$ cat src/rtl/sdram_pkg.sv
`default_nettype none
// ============================================================================
//  Module   : sdram_pkg
//  Purpose  : Shared types and helpers for the SDRAM burst read path.
//  Revision : 1.0  initial release
// ============================================================================
package sdram_pkg;

    // Burst reader control states
    typedef enum logic [2:0] {
        IDLE = 3'd0,
        WAIT = 3'd1,
        REQ  = 3'd2,
        DATA = 3'd3,
        DONE = 3'd4
    } rd_state_t;

    // Ceiling log2, usable in constant expressions (clog2(1) == 0)
    function automatic int clog2(input int value);
        int result;
        int v;
        result = 0;
        v      = value - 1;
        while (v > 0) begin
            result = result + 1;
            v      = v >> 1;
        end
        return result;
    endfunction

endpackage
`default_nettype wire

$ cat src/rtl/sdram_core_if.sv
`default_nettype none
// ============================================================================
//  Module   : sdram_core_if
//  Purpose  : Request/response bundle between a port master and the SDRAM
//             arbiter/core. The manager holds rd/addr/len until accept, then
//             collects len words on ack; error ends the transaction.
//  Revision : 1.0  initial release
// ============================================================================
interface sdram_core_if #(
    parameter int ADDR_W = 24,
    parameter int DATA_W = 16,
    parameter int LEN_W  = 8
);
    logic              rd;
    logic              wr;
    logic [ADDR_W-1:0] addr;
    logic [LEN_W-1:0]  len;
    logic [DATA_W-1:0] write_data;
    logic              accept;
    logic              ack;
    logic [DATA_W-1:0] read_data;
    logic              error;

    modport man (
        output rd, wr, addr, len, write_data,
        input  accept, ack, read_data, error
    );

    modport sub (
        input  rd, wr, addr, len, write_data,
        output accept, ack, read_data, error
    );
endinterface
`default_nettype wire

$ cat src/rtl/sdram_sync_fifo.sv
`default_nettype none
// ============================================================================
//  Module   : sdram_sync_fifo
//  Purpose  : Single-clock show-ahead FIFO. A simultaneous push and pop
//             always leaves the occupancy unchanged, also at full or empty.
//             The head reads as zero while the FIFO is empty.
//  Revision : 1.0  initial release
// ============================================================================
module sdram_sync_fifo
    import sdram_pkg::*;
#(
    parameter int DATA_W     = 16,
    parameter int FIFO_DEPTH = 32
) (
    input  logic                          clk,
    input  logic                          rst,
    input  logic                          push,
    input  logic                          pop,
    input  logic [DATA_W-1:0]             din,
    output logic [DATA_W-1:0]             dout,
    output logic [clog2(FIFO_DEPTH):0]    count,
    output logic                          full,
    output logic                          empty
);

    localparam int PTR_W = clog2(FIFO_DEPTH);
    localparam int OCC_W = PTR_W + 1;
    localparam logic [OCC_W-1:0] c_depth = OCC_W'(FIFO_DEPTH);

    logic [DATA_W-1:0] r_mem [FIFO_DEPTH];
    logic [PTR_W-1:0]  r_wrPtr;
    logic [PTR_W-1:0]  r_rdPtr;
    logic [OCC_W-1:0]  r_count;
    logic              w_doPush;
    logic              w_doPop;

    // A pop frees the slot a same-cycle push needs, and vice versa
    assign w_doPush = push & (~full  | pop);
    assign w_doPop  = pop  & (~empty | push);

    assign full  = (r_count == c_depth);
    assign empty = (r_count == '0);
    assign count = r_count;
    assign dout  = empty ? '0 : r_mem[r_rdPtr];

    // Storage array, written on accepted push only
    always_ff @(posedge clk) begin
        if (w_doPush) begin
            r_mem[r_wrPtr] <= din;
        end
    end

    // Pointers wrap naturally because the depth is a power of two
    always_ff @(posedge clk or posedge rst) begin
        if (rst) begin
            r_wrPtr <= '0;
            r_rdPtr <= '0;
            r_count <= '0;
        end else begin
            if (w_doPush) begin
                r_wrPtr <= r_wrPtr + PTR_W'(1);
            end
            if (w_doPop) begin
                r_rdPtr <= r_rdPtr + PTR_W'(1);
            end
            if (w_doPush && !w_doPop) begin
                r_count <= r_count + OCC_W'(1);
            end else if (w_doPop && !w_doPush) begin
                r_count <= r_count - OCC_W'(1);
            end
        end
    end

endmodule
`default_nettype wire

$ cat src/rtl/sdram_burst_reader.sv
`default_nettype none
// ============================================================================
//  Module   : sdram_burst_reader
//  Purpose  : Streaming read master. Splits a word-count job into bursts of
//             at most BURST_LEN words, requests each only once the output
//             FIFO has room for the whole burst, and streams the returned
//             words out over valid/ready.
//  Revision : 1.0  initial release
// ============================================================================
module sdram_burst_reader
    import sdram_pkg::*;
#(
    parameter int ADDR_W     = 24,
    parameter int DATA_W     = 16,
    parameter int LEN_W      = 8,
    parameter int CNT_W      = 24,
    parameter int BURST_LEN  = 8,
    parameter int FIFO_DEPTH = 32
) (
    input  logic              clk,
    input  logic              rst,
    input  logic              start,
    input  logic [ADDR_W-1:0] base_addr,
    input  logic [CNT_W-1:0]  total_words,
    input  logic              abort,
    output logic              busy,
    output logic              done,
    output logic              error,
    output logic              m_valid,
    output logic [DATA_W-1:0] m_data,
    input  logic              m_ready,
    sdram_core_if.man         core_if
);

    localparam int FIFO_CW = clog2(FIFO_DEPTH) + 1;
    localparam logic [CNT_W-1:0] c_burstMaxCnt = CNT_W'(BURST_LEN);
    localparam logic [LEN_W-1:0] c_burstMax    = LEN_W'(BURST_LEN);

    rd_state_t          r_state;
    rd_state_t          w_nextState;
    logic [ADDR_W-1:0]  r_curAddr;
    logic [CNT_W-1:0]   r_remaining;
    logic [LEN_W-1:0]   r_beat;
    logic               r_error;

    logic [LEN_W-1:0]   w_burst;
    logic [31:0]        w_free;
    logic               w_spaceOk;
    logic               w_lastBeat;
    logic [CNT_W-1:0]   w_remAfter;
    logic               w_push;
    logic               w_pop;
    logic [DATA_W-1:0]  w_fifoDout;
    logic [FIFO_CW-1:0] w_fifoCount;
    logic               w_fifoFull;
    logic               w_fifoEmpty;

    // Current burst size and the bookkeeping derived from it
    always_comb begin
        w_burst    = (r_remaining >= c_burstMaxCnt) ? c_burstMax : r_remaining[LEN_W-1:0];
        w_free     = 32'(FIFO_DEPTH) - 32'(w_fifoCount);
        w_spaceOk  = (w_free >= 32'(w_burst));
        w_lastBeat = (r_beat == (w_burst - LEN_W'(1)));
        w_remAfter = r_remaining - CNT_W'(w_burst);
    end

    // Only acked beats that are not error cycles enter the FIFO
    assign w_push  = (r_state == DATA) & core_if.ack & ~core_if.error;
    assign w_pop   = m_valid & m_ready;
    assign m_valid = ~w_fifoEmpty;
    assign m_data  = w_fifoDout;
    assign error   = r_error;

    sdram_sync_fifo #(
        .DATA_W     (DATA_W),
        .FIFO_DEPTH (FIFO_DEPTH)
    ) u_fifo (
        .clk   (clk),
        .rst   (rst),
        .push  (w_push),
        .pop   (w_pop),
        .din   (core_if.read_data),
        .dout  (w_fifoDout),
        .count (w_fifoCount),
        .full  (w_fifoFull),
        .empty (w_fifoEmpty)
    );

    // State register; reset forces IDLE immediately, which drops rd at once
    always_ff @(posedge clk or posedge rst) begin
        if (rst) begin
            r_state <= IDLE;
        end else begin
            r_state <= w_nextState;
        end
    end

    // Next-state logic
    always_comb begin
        w_nextState = r_state;
        case (r_state)
            IDLE: begin
                if (start) begin
                    w_nextState = (total_words == '0) ? DONE : WAIT;
                end
            end
            WAIT: begin
                if (abort) begin
                    w_nextState = DONE;
                end else if (w_spaceOk) begin
                    w_nextState = REQ;
                end
            end
            REQ: begin
                // An accept in the same cycle as abort still commits the burst
                if (core_if.accept) begin
                    w_nextState = DATA;
                end else if (abort) begin
                    w_nextState = DONE;
                end
            end
            DATA: begin
                if (core_if.error) begin
                    w_nextState = DONE;
                end else if (core_if.ack && w_lastBeat) begin
                    w_nextState = ((w_remAfter == '0) || abort) ? DONE : WAIT;
                end
            end
            DONE: begin
                w_nextState = IDLE;
            end
            default: begin
                w_nextState = IDLE;
            end
        endcase
    end

    // Outputs decoded from the current state; this port never writes
    always_comb begin
        busy               = (r_state != IDLE);
        done               = (r_state == DONE);
        core_if.rd         = 1'b0;
        core_if.addr       = '0;
        core_if.len        = '0;
        core_if.wr         = 1'b0;
        core_if.write_data = '0;
        if (r_state == REQ) begin
            core_if.rd   = 1'b1;
            core_if.addr = r_curAddr;
            core_if.len  = w_burst;
        end
    end

    // Job address/length tracking, beat counter and sticky error
    always_ff @(posedge clk or posedge rst) begin
        if (rst) begin
            r_curAddr   <= '0;
            r_remaining <= '0;
            r_beat      <= '0;
            r_error     <= 1'b0;
        end else begin
            case (r_state)
                IDLE: begin
                    if (start) begin
                        r_curAddr   <= base_addr;
                        r_remaining <= total_words;
                        r_error     <= 1'b0;
                    end
                end
                REQ: begin
                    if (core_if.accept) begin
                        r_beat <= '0;
                    end
                end
                DATA: begin
                    if (core_if.error) begin
                        r_error <= 1'b1;
                    end else if (core_if.ack) begin
                        r_beat <= r_beat + LEN_W'(1);
                        if (w_lastBeat) begin
                            r_curAddr   <= r_curAddr + ADDR_W'(w_burst);
                            r_remaining <= w_remAfter;
                        end
                    end
                end
                default: begin
                end
            endcase
        end
    end

`ifndef SYNTHESIS
    // Space is reserved before each request, so an ack must never hit a full FIFO
    always @(posedge clk) begin
        if (!rst) begin
            assert (!(w_push && w_fifoFull && !w_pop));
        end
    end
`endif

endmodule
`default_nettype wire

$ cat src/flat_wrapper.sv
// flat-port wrapper written by rule: the top's interface ports become plain ports
module sdram_burst_reader_flat import sdram_pkg::*;
#(
    parameter int ADDR_W     = 24,
    parameter int DATA_W     = 16,
    parameter int LEN_W      = 8,
    parameter int CNT_W      = 24,
    parameter int BURST_LEN  = 8,
    parameter int FIFO_DEPTH = 32
)
  (clk, rst, start, base_addr, total_words, abort, busy, done, error, m_valid, m_data, m_ready, core_if_rd, core_if_wr, core_if_addr, core_if_len, core_if_write_data, core_if_accept, core_if_ack, core_if_read_data, core_if_error);
  sdram_core_if #(.ADDR_W(ADDR_W), .DATA_W(DATA_W), .LEN_W(LEN_W)) core_if_i ();
  input  logic clk;
  input  logic rst;
  input  logic start;
  input  logic [ADDR_W-1:0] base_addr;
  input  logic [CNT_W-1:0] total_words;
  input  logic abort;
  output logic busy;
  output logic done;
  output logic error;
  output logic m_valid;
  output logic [DATA_W-1:0] m_data;
  input  logic m_ready;
  output wire logic [$bits(core_if_i.rd)-1:0] core_if_rd;
  output wire logic [$bits(core_if_i.wr)-1:0] core_if_wr;
  output wire logic [$bits(core_if_i.addr)-1:0] core_if_addr;
  output wire logic [$bits(core_if_i.len)-1:0] core_if_len;
  output wire logic [$bits(core_if_i.write_data)-1:0] core_if_write_data;
  input wire logic [$bits(core_if_i.accept)-1:0] core_if_accept;
  input wire logic [$bits(core_if_i.ack)-1:0] core_if_ack;
  input wire logic [$bits(core_if_i.read_data)-1:0] core_if_read_data;
  input wire logic [$bits(core_if_i.error)-1:0] core_if_error;
  assign core_if_rd = core_if_i.rd;
  assign core_if_wr = core_if_i.wr;
  assign core_if_addr = core_if_i.addr;
  assign core_if_len = core_if_i.len;
  assign core_if_write_data = core_if_i.write_data;
  assign core_if_i.accept = core_if_accept;
  assign core_if_i.ack = core_if_ack;
  assign core_if_i.read_data = core_if_read_data;
  assign core_if_i.error = core_if_error;
  sdram_burst_reader #(.ADDR_W(ADDR_W), .DATA_W(DATA_W), .LEN_W(LEN_W), .CNT_W(CNT_W), .BURST_LEN(BURST_LEN), .FIFO_DEPTH(FIFO_DEPTH)) u_core (.clk(clk), .rst(rst), .start(start), .base_addr(base_addr), .total_words(total_words), .abort(abort), .busy(busy), .done(done), .error(error), .m_valid(m_valid), .m_data(m_data), .m_ready(m_ready), .core_if(core_if_i));
endmodule
$ cat config.mk
export PLATFORM = sky130hd
export DESIGN_NAME = sdram_burst_reader_flat
export DESIGN_NICKNAME = d
export VERILOG_FILES = /design/src/rtl/sdram_pkg.sv /design/src/rtl/sdram_core_if.sv /design/src/rtl/sdram_sync_fifo.sv /design/src/rtl/sdram_burst_reader.sv /design/src/flat_wrapper.sv
export SDC_FILE = /design/constraint.sdc
export NUM_CORES = 1
export LEC_CHECK = 0
export BUFFER_PORTS_ARGS = -buffer_cell sky130_fd_sc_hd__buf_2
export CORE_ASPECT_RATIO = 1.5
export CORE_MARGIN = 8
export CORE_UTILIZATION = 48
export DETAILED_ROUTE_END_ITERATION = 6
export GPL_TIMING_DRIVEN = 0
export HOLD_SLACK_MARGIN = 0.02
export PLACE_DENSITY = 0.65
export SETUP_SLACK_MARGIN = 0.02
export SLEW_MARGIN = 0
export SYNTH_ARGS = -nofsm -noshare
export SYNTH_HDL_FRONTEND = slang
export SYNTH_SLANG_ARGS = --single-unit
$ cat constraint.sdc
create_clock -name clk -period 6.6 [get_ports clk]
set_clock_uncertainty 0.15 [all_clocks]
set_input_delay 0.33 -clock clk [delete_from_list [all_inputs] [get_ports clk]]
set_output_delay 0.33 -clock clk [all_outputs]
set_load 0.005 [all_outputs]
* Yosys cells after proc, flatten, opt, wreduce, memory -nomap -nowiden
Memories as Yosys holds them, arrays and structs flattened. Index checks and enable logic that the tools add are counted.
Cells by class: add/subtract/negate cells 9, magnitude comparators 2, equal/unequal tests 15, mux-type cells 36, bitwise gates (word level) 10, reductions and logical operators 18
Operator list (number):
- $mux W24 | 9
- $pmux W24 S2 | 2
- $logic_not A24 Y1 | 2
- $mux W8 | 5
- $ge A32 B8 Y1 | 1
- $mux W3 | 9
- $add A24 B8 Y24 | 1
- $ge A24 B4 Y1 const B | 1
- $sub A24 B8 Y24 | 1
- $mux W16 | 1
- $pmux W8 S2 | 1
- $mux W6 | 2
- $pmux W3 S4 | 1
- $add A5 B1 Y5 const B | 2
- $ne A2 B2 Y1 const B | 5
- $add A8 B1 Y8 const B | 1
- $eq A8 B8 Y1 | 1
- $reduce_and A4 Y1 | 2
- $sub A8 B1 Y8 const B | 1
- $sub A6 B6 Y7 const A | 1
- $add A6 B1 Y6 const B | 1
- $eq A3 B2 Y1 const B | 2
- $eq A6 B6 Y1 const B | 1
- $logic_not A6 Y1 | 1
- 19 further kinds | 36
Storage, ports and cells: register bits 76, bits in writable memories 512, input bits 72, memories 1
Memory list:
- u_core.u_fifo.r_mem | words 32, bits a word 16, rd ports 1, clocked after Yosys merged registers in 0, write ports 1, line sdram_sync_fifo.sv:30 | logic [DATA_W-1:0] r_mem [FIFO_DEPTH];

* Depth between registers and ports, before layout
word-level depth 9, mapped depth 18, mapped depth without buffers 16

* By module
Synthesis repeated with hierarchy kept, for this count alone.
Second synthesis, totals: cell total of the unflattened synthesis 1595, area, all modules 25449.4 sq um
By module, submodules not included:
- sdram_sync_fifo | times used 1, cells an instance 974, area an instance 20573.5 sq um, sequential area each 15775.1 sq um
- sdram_burst_reader | times used 1, cells an instance 621, area an instance 4875.9 sq um, sequential area each 1501.4 sq um

* Worst setup path before layout
No wires, ideal clock.
path type register -> register, start register u_core.r_remaining[12], end register u_core.r_curAddr[18], setup time 0.122 ns, data arrival time 3.876 ns, data required time 6.328 ns, path slack 2.453 ns, stages on the path, launching flop included 19, buffers on the path 2, clock period less this slack 4.147 ns, cells stage by stage dfrtp_1 clkbuf_1 nor4_4 nand4_1 nor2_2 clkbuf_1 nand2_1 inv_1 ha_1 inv_1 fa_1 nor2b_1 o21ai_0 a21boi_0 o21a_1 o211a_1 and2_1 nand4_1 a32o_1
Between the ends: cells in the longest elaborated chain, start to end 7
RTL lines:
- from (decl) | line sdram_burst_reader.sv:42 | logic [CNT_W-1:0] r_remaining;
- from (signal assigned) | line sdram_burst_reader.sv:166 | r_remaining <= total_words;
- from (signal assigned) | line sdram_burst_reader.sv:182 | r_remaining <= w_remAfter;
- $ge A24 B4 Y1 * | line sdram_burst_reader.sv:60 | w_burst = (r_remaining >= c_burstMaxCnt) ? c_burstMax : r_remaining[LEN_W-1:0];
- $mux W8 * | line sdram_burst_reader.sv:60
- $add A24 B8 Y24 | line sdram_burst_reader.sv:181 | r_curAddr <= r_curAddr + ADDR_W'(w_burst);
- $mux W24 | line sdram_burst_reader.sv:180 | if (w_lastBeat) begin
- $mux W24 | line sdram_burst_reader.sv:178 | end else if (core_if.ack) begin
- $mux W24 | line sdram_burst_reader.sv:176 | if (core_if.error) begin
- $pmux W24 S2 | line sdram_burst_reader.sv:162 | case (r_state)
- to (signal assigned) | line sdram_burst_reader.sv:165 | r_curAddr <= base_addr;
- to (signal assigned) | line sdram_burst_reader.sv:181
- to (decl) | line sdram_burst_reader.sv:41 | logic [ADDR_W-1:0] r_curAddr;
Every way passes the cells marked *; elsewhere a longest branch is shown, timed or not. The select of a mux whose other input is x is not followed. A chain may end at the register's enable or synchronous reset.

* Final worst setup path
start register u_core.r_remaining[12], end register u_core.r_remaining[9]
Between the ends: cells in the longest elaborated chain, start to end 7
RTL lines:
- $ge A24 B4 Y1 * | line sdram_burst_reader.sv:60
- $mux W8 * | line sdram_burst_reader.sv:60
- $sub A24 B8 Y24 | line sdram_burst_reader.sv:64 | w_remAfter = r_remaining - CNT_W'(w_burst);
- $mux W24 | line sdram_burst_reader.sv:180
- $mux W24 | line sdram_burst_reader.sv:178
- $mux W24 | line sdram_burst_reader.sv:176
- $pmux W24 S2 | line sdram_burst_reader.sv:162
Marked as above.

==> results.sh <==
export IMPL_overflow=0
export IMPL_final_common_cell="edfxtp_1"
export IMPL_power_total_mw=11.6
export IMPL_drv_slew=0
export IMPL_cts_root_buf="clkbuf_16"
export IMPL_hold_path_class="input port to flop"
export IMPL_cts_tree="done"
export IMPL_drc=0
export IMPL_dr_pass1_iters=5
export IMPL_ys_seq_area_frac=0.680
export IMPL_area_delta_synth_final_pct=17.3
export IMPL_grt_pass1_vias=15524
export IMPL_cp_max_fo=10
export IMPL_cp_top_family="simple AND/OR/NAND/NOR gates"
export IMPL_outcome="finished clean"
export IMPL_setup_violations=0
export IMPL_cts_buffers=54
export IMPL_reg2reg_slack_ps=760
export IMPL_worst_setup_path_start_kind="flop"
export IMPL_crit_type="flop to flop"
export IMPL_crit_path_end_kind="flop"
export IMPL_rows=103
export IMPL_worstMarginPinSlew_ps=1330
export IMPL_synth_top_area_share=0.605
export IMPL_hold_violations=0
export IMPL_vias=14846
export IMPL_p_leak_nw=10.2
export IMPL_gp_congestion=0.922
export IMPL_port_buffers=120
export IMPL_htree_levels=2
export IMPL_syn_inst=1514
export IMPL_synth_edf_count=512
export IMPL_grt_pass1_wl_um=97600
export IMPL_async_flop_share=0.129
export IMPL_cp_buffers_inverters=3
export IMPL_synth_top_area_cell="edfxtp_1"
export IMPL_post_route_min_period_ps=5840
export IMPL_clock_sink_count=588
export IMPL_p_per_area_mw_per_mm2=388
export IMPL_critPathSlowestCell="a31oi_2"
export IMPL_synthTopCellsByArea="edfxtp_1 61%, mux4_2 14%, dfrtp_1 7.5%, nor2_1 1.7%, ha_1 1.5%"
export IMPL_wl_per_cell_um=25.9
export IMPL_synth_cell_types=75
export IMPL_wirelength_um=65300
export IMPL_crit_chain="clkbuf_1, nor4_4, nand4_1, nor2_2, clkbuf_1, nand2_1, ha_1, nor2b_1, xnor2_1, a32oi_1, o32ai_1, and3_1, a31oi_2, clkbuf_1, o21ai_0, o21ai_0"
export IMPL_peakVddDrop_uv=258
export IMPL_setup_tns_ps=0
export IMPL_cpPeakStageDelay_ps=630
export IMPL_cts_path_max_buffers=3
export IMPL_avgSynthCellArea_um2=16.8
export IMPL_fp_dieArea_mm2=0.0607
export IMPL_die_w_um=204
export IMPL_coreArea_mm2=0.0525
export IMPL_drive_gt1_frac=0.258
export IMPL_slew_headroom=0.110
export IMPL_start_util=0.484
export IMPL_worstPathArrival_ps=6180
export IMPL_final_cell_mix="512 x edfxtp_1, 160 x mux4_2, 127 x buf_2, 84 x nand2_1, 82 x nor2_1"
export IMPL_period_share=0.885
export IMPL_boundaryPins=142
export IMPL_antenna_found_initial=0
export IMPL_die_y_um=298
export IMPL_max_freq_ghz=0.171
export IMPL_clock_latency_ps=590
export IMPL_synth_top_flop_cell="edfxtp_1"
export IMPL_post_cts_resize_count=0
export IMPL_rsz0062_at_grt="false"
export IMPL_crit_top_cell="clkbuf_1"
export IMPL_clkTransAtPathRegs_ps=70
export IMPL_ant_nets=0
export IMPL_cap_violations=0
export IMPL_dp_hpwl_um=46900
export IMPL_yosysWarnings=0
export IMPL_viasPerCell=5.88
export IMPL_drtIter0Drc=1142
export IMPL_cp_data_required_time_ps=6940
export IMPL_ys_ff_latch=588
export IMPL_netlist_area_mm2=0.0254
export IMPL_finish_net_count=1899
export IMPL_grt_max_degree=55
export IMPL_track_usage=0.215
## registers in the layout, indices dropped and copies added, names as in the netlist
register               count
u_core.error               1
u_core.r_beat              8
u_core.r_curAddr          24
u_core.r_remaining        24
u_core.r_state             3
u_core.u_fifo.count        6
u_core.u_fifo.r_mem      512
u_core.u_fifo.r_rdPtr      5
u_core.u_fifo.r_wrPtr      5
## synthesized netlist by cell type (all sizes together) (4+ instances only)
| cell type | n |
|---|---|
| a211oi | 4 |
| a21o | 4 |
| a21oi | 54 |
| a22oi | 7 |
| a311oi | 4 |
| a31oi | 16 |
| and2 | 6 |
| and3 | 33 |
| and4 | 4 |
| buf | 48 |
| clkbuf | 57 |
| dfrtp | 76 |
| edfxtp | 512 |
| ha | 30 |
| inv | 25 |
| mux2i | 17 |
| mux4 | 160 |
| nand2 | 84 |
| nand3 | 24 |
| nand4 | 17 |
| nor2 | 115 |
| nor2b | 5 |
| nor3 | 25 |
| nor3b | 6 |
| nor4 | 13 |
| o21ai | 47 |
| o22ai | 10 |
| or3 | 7 |
| or4 | 5 |
| xnor2 | 21 |
| xor2 | 14 |
## layer usage
layer  part of all wire  wire length (µm)  up-vias  GRT usage
met5                  0                 0        -          0
met4              0.066              4300        0      0.128
met3              0.069              4490      156     0.0343
met2               0.50             33000      629      0.369
met1               0.36             23500     7489      0.250
li1                   -                 -     6572          -
## final timing paths
kind	startpoint	end	cells past startpoint
setup / recovery	u_core.r_remaining[12]$_DFFE_PP0P_	u_core.r_remaining[9]$_DFFE_PP0P_	16
hold / removal	total_words[16]	u_core.r_remaining[16]$_DFFE_PP0P_	4
setup reg to reg	u_core.r_remaining[12]$_DFFE_PP0P_	u_core.r_remaining[9]$_DFFE_PP0P_	16
hold reg to reg	u_core.r_curAddr[7]$_DFFE_PP0P_	u_core.r_curAddr[7]$_DFFE_PP0P_	2
max in group asynchronous	rst	u_core.u_fifo.r_rdPtr[0]$_DFFE_PP0P_	4
min in group asynchronous	rst	u_core.r_remaining[7]$_DFFE_PP0P_	3
## power breakdown
part / switching (mW) / leakage [nW] / internal [mW]
Clock: 1.37 / 0.892 / 1.81
Combinational: 2.19 / 3.85 / 1.71
Sequential: 0.242 / 5.51 / 4.25
## metrics by stage
step | worst slack (ps) | instance area (µm²) | utilization | std cells | hold slack, ps
floorplan | 2450 | 25500 | - | 1542 | 279
global placement | 948 | 27000 | 0.514 | 2344 | 350
detailed placement | 856 | 27500 | 0.524 | 2372 | 198
CTS | 832 | 29800 | 0.568 | 2522 | 24.6
global route | 498 | 29800 | 0.568 | 2522 | 50.8
finish | 757 | 29800 | 0.568 | 2523 | 49.5
## kinds of logic after synthesis
| family | count (synthesis) | share of synthesized area |
|---|---|---|
| xor+xnor | 35 | 0.0121 |
| other cells | 2 | 0.000296 |
| buf+inv | 130 | 0.0229 |
| fa+ha+maj | 32 | 0.0163 |
| simple gates | 357 | 0.0700 |
| mux | 179 | 0.149 |
| compound gates | 191 | 0.0490 |
| flops | 588 | 0.680 |
## timing repair
item,4_1_cts,5_1_grt
buffers inserted,0,0
endpoints found under the setup margin,0,0
hold endpoints to repair,124,0
hold buffers,49,0
## worst min-delay path, delay by kind of cell
kind	cells	cell delay (ps)
buffers and inverters	1	100
AND/OR/NAND/NOR	1	50
AO/OA/AOI/OAI	2	270
## area by class of cell
| type | instances | area (µm²) |
|---|---|---|
| inverter | 25 | 96.3 |
| clock buffer | 69 | 1500 |
| clock inverter | 32 | 327 |
| buffer | 105 | 489 |
| tap | 682 | 853 |
| fill | 3992 | 22700 |
| sequential | 588 | 17300 |
| multi-input combinational | 824 | 7730 |
| antenna | 1 | 2.50 |
| timing repair buffer | 197 | 1520 |
Note: power is estimated with default switching activity, not from simulation.
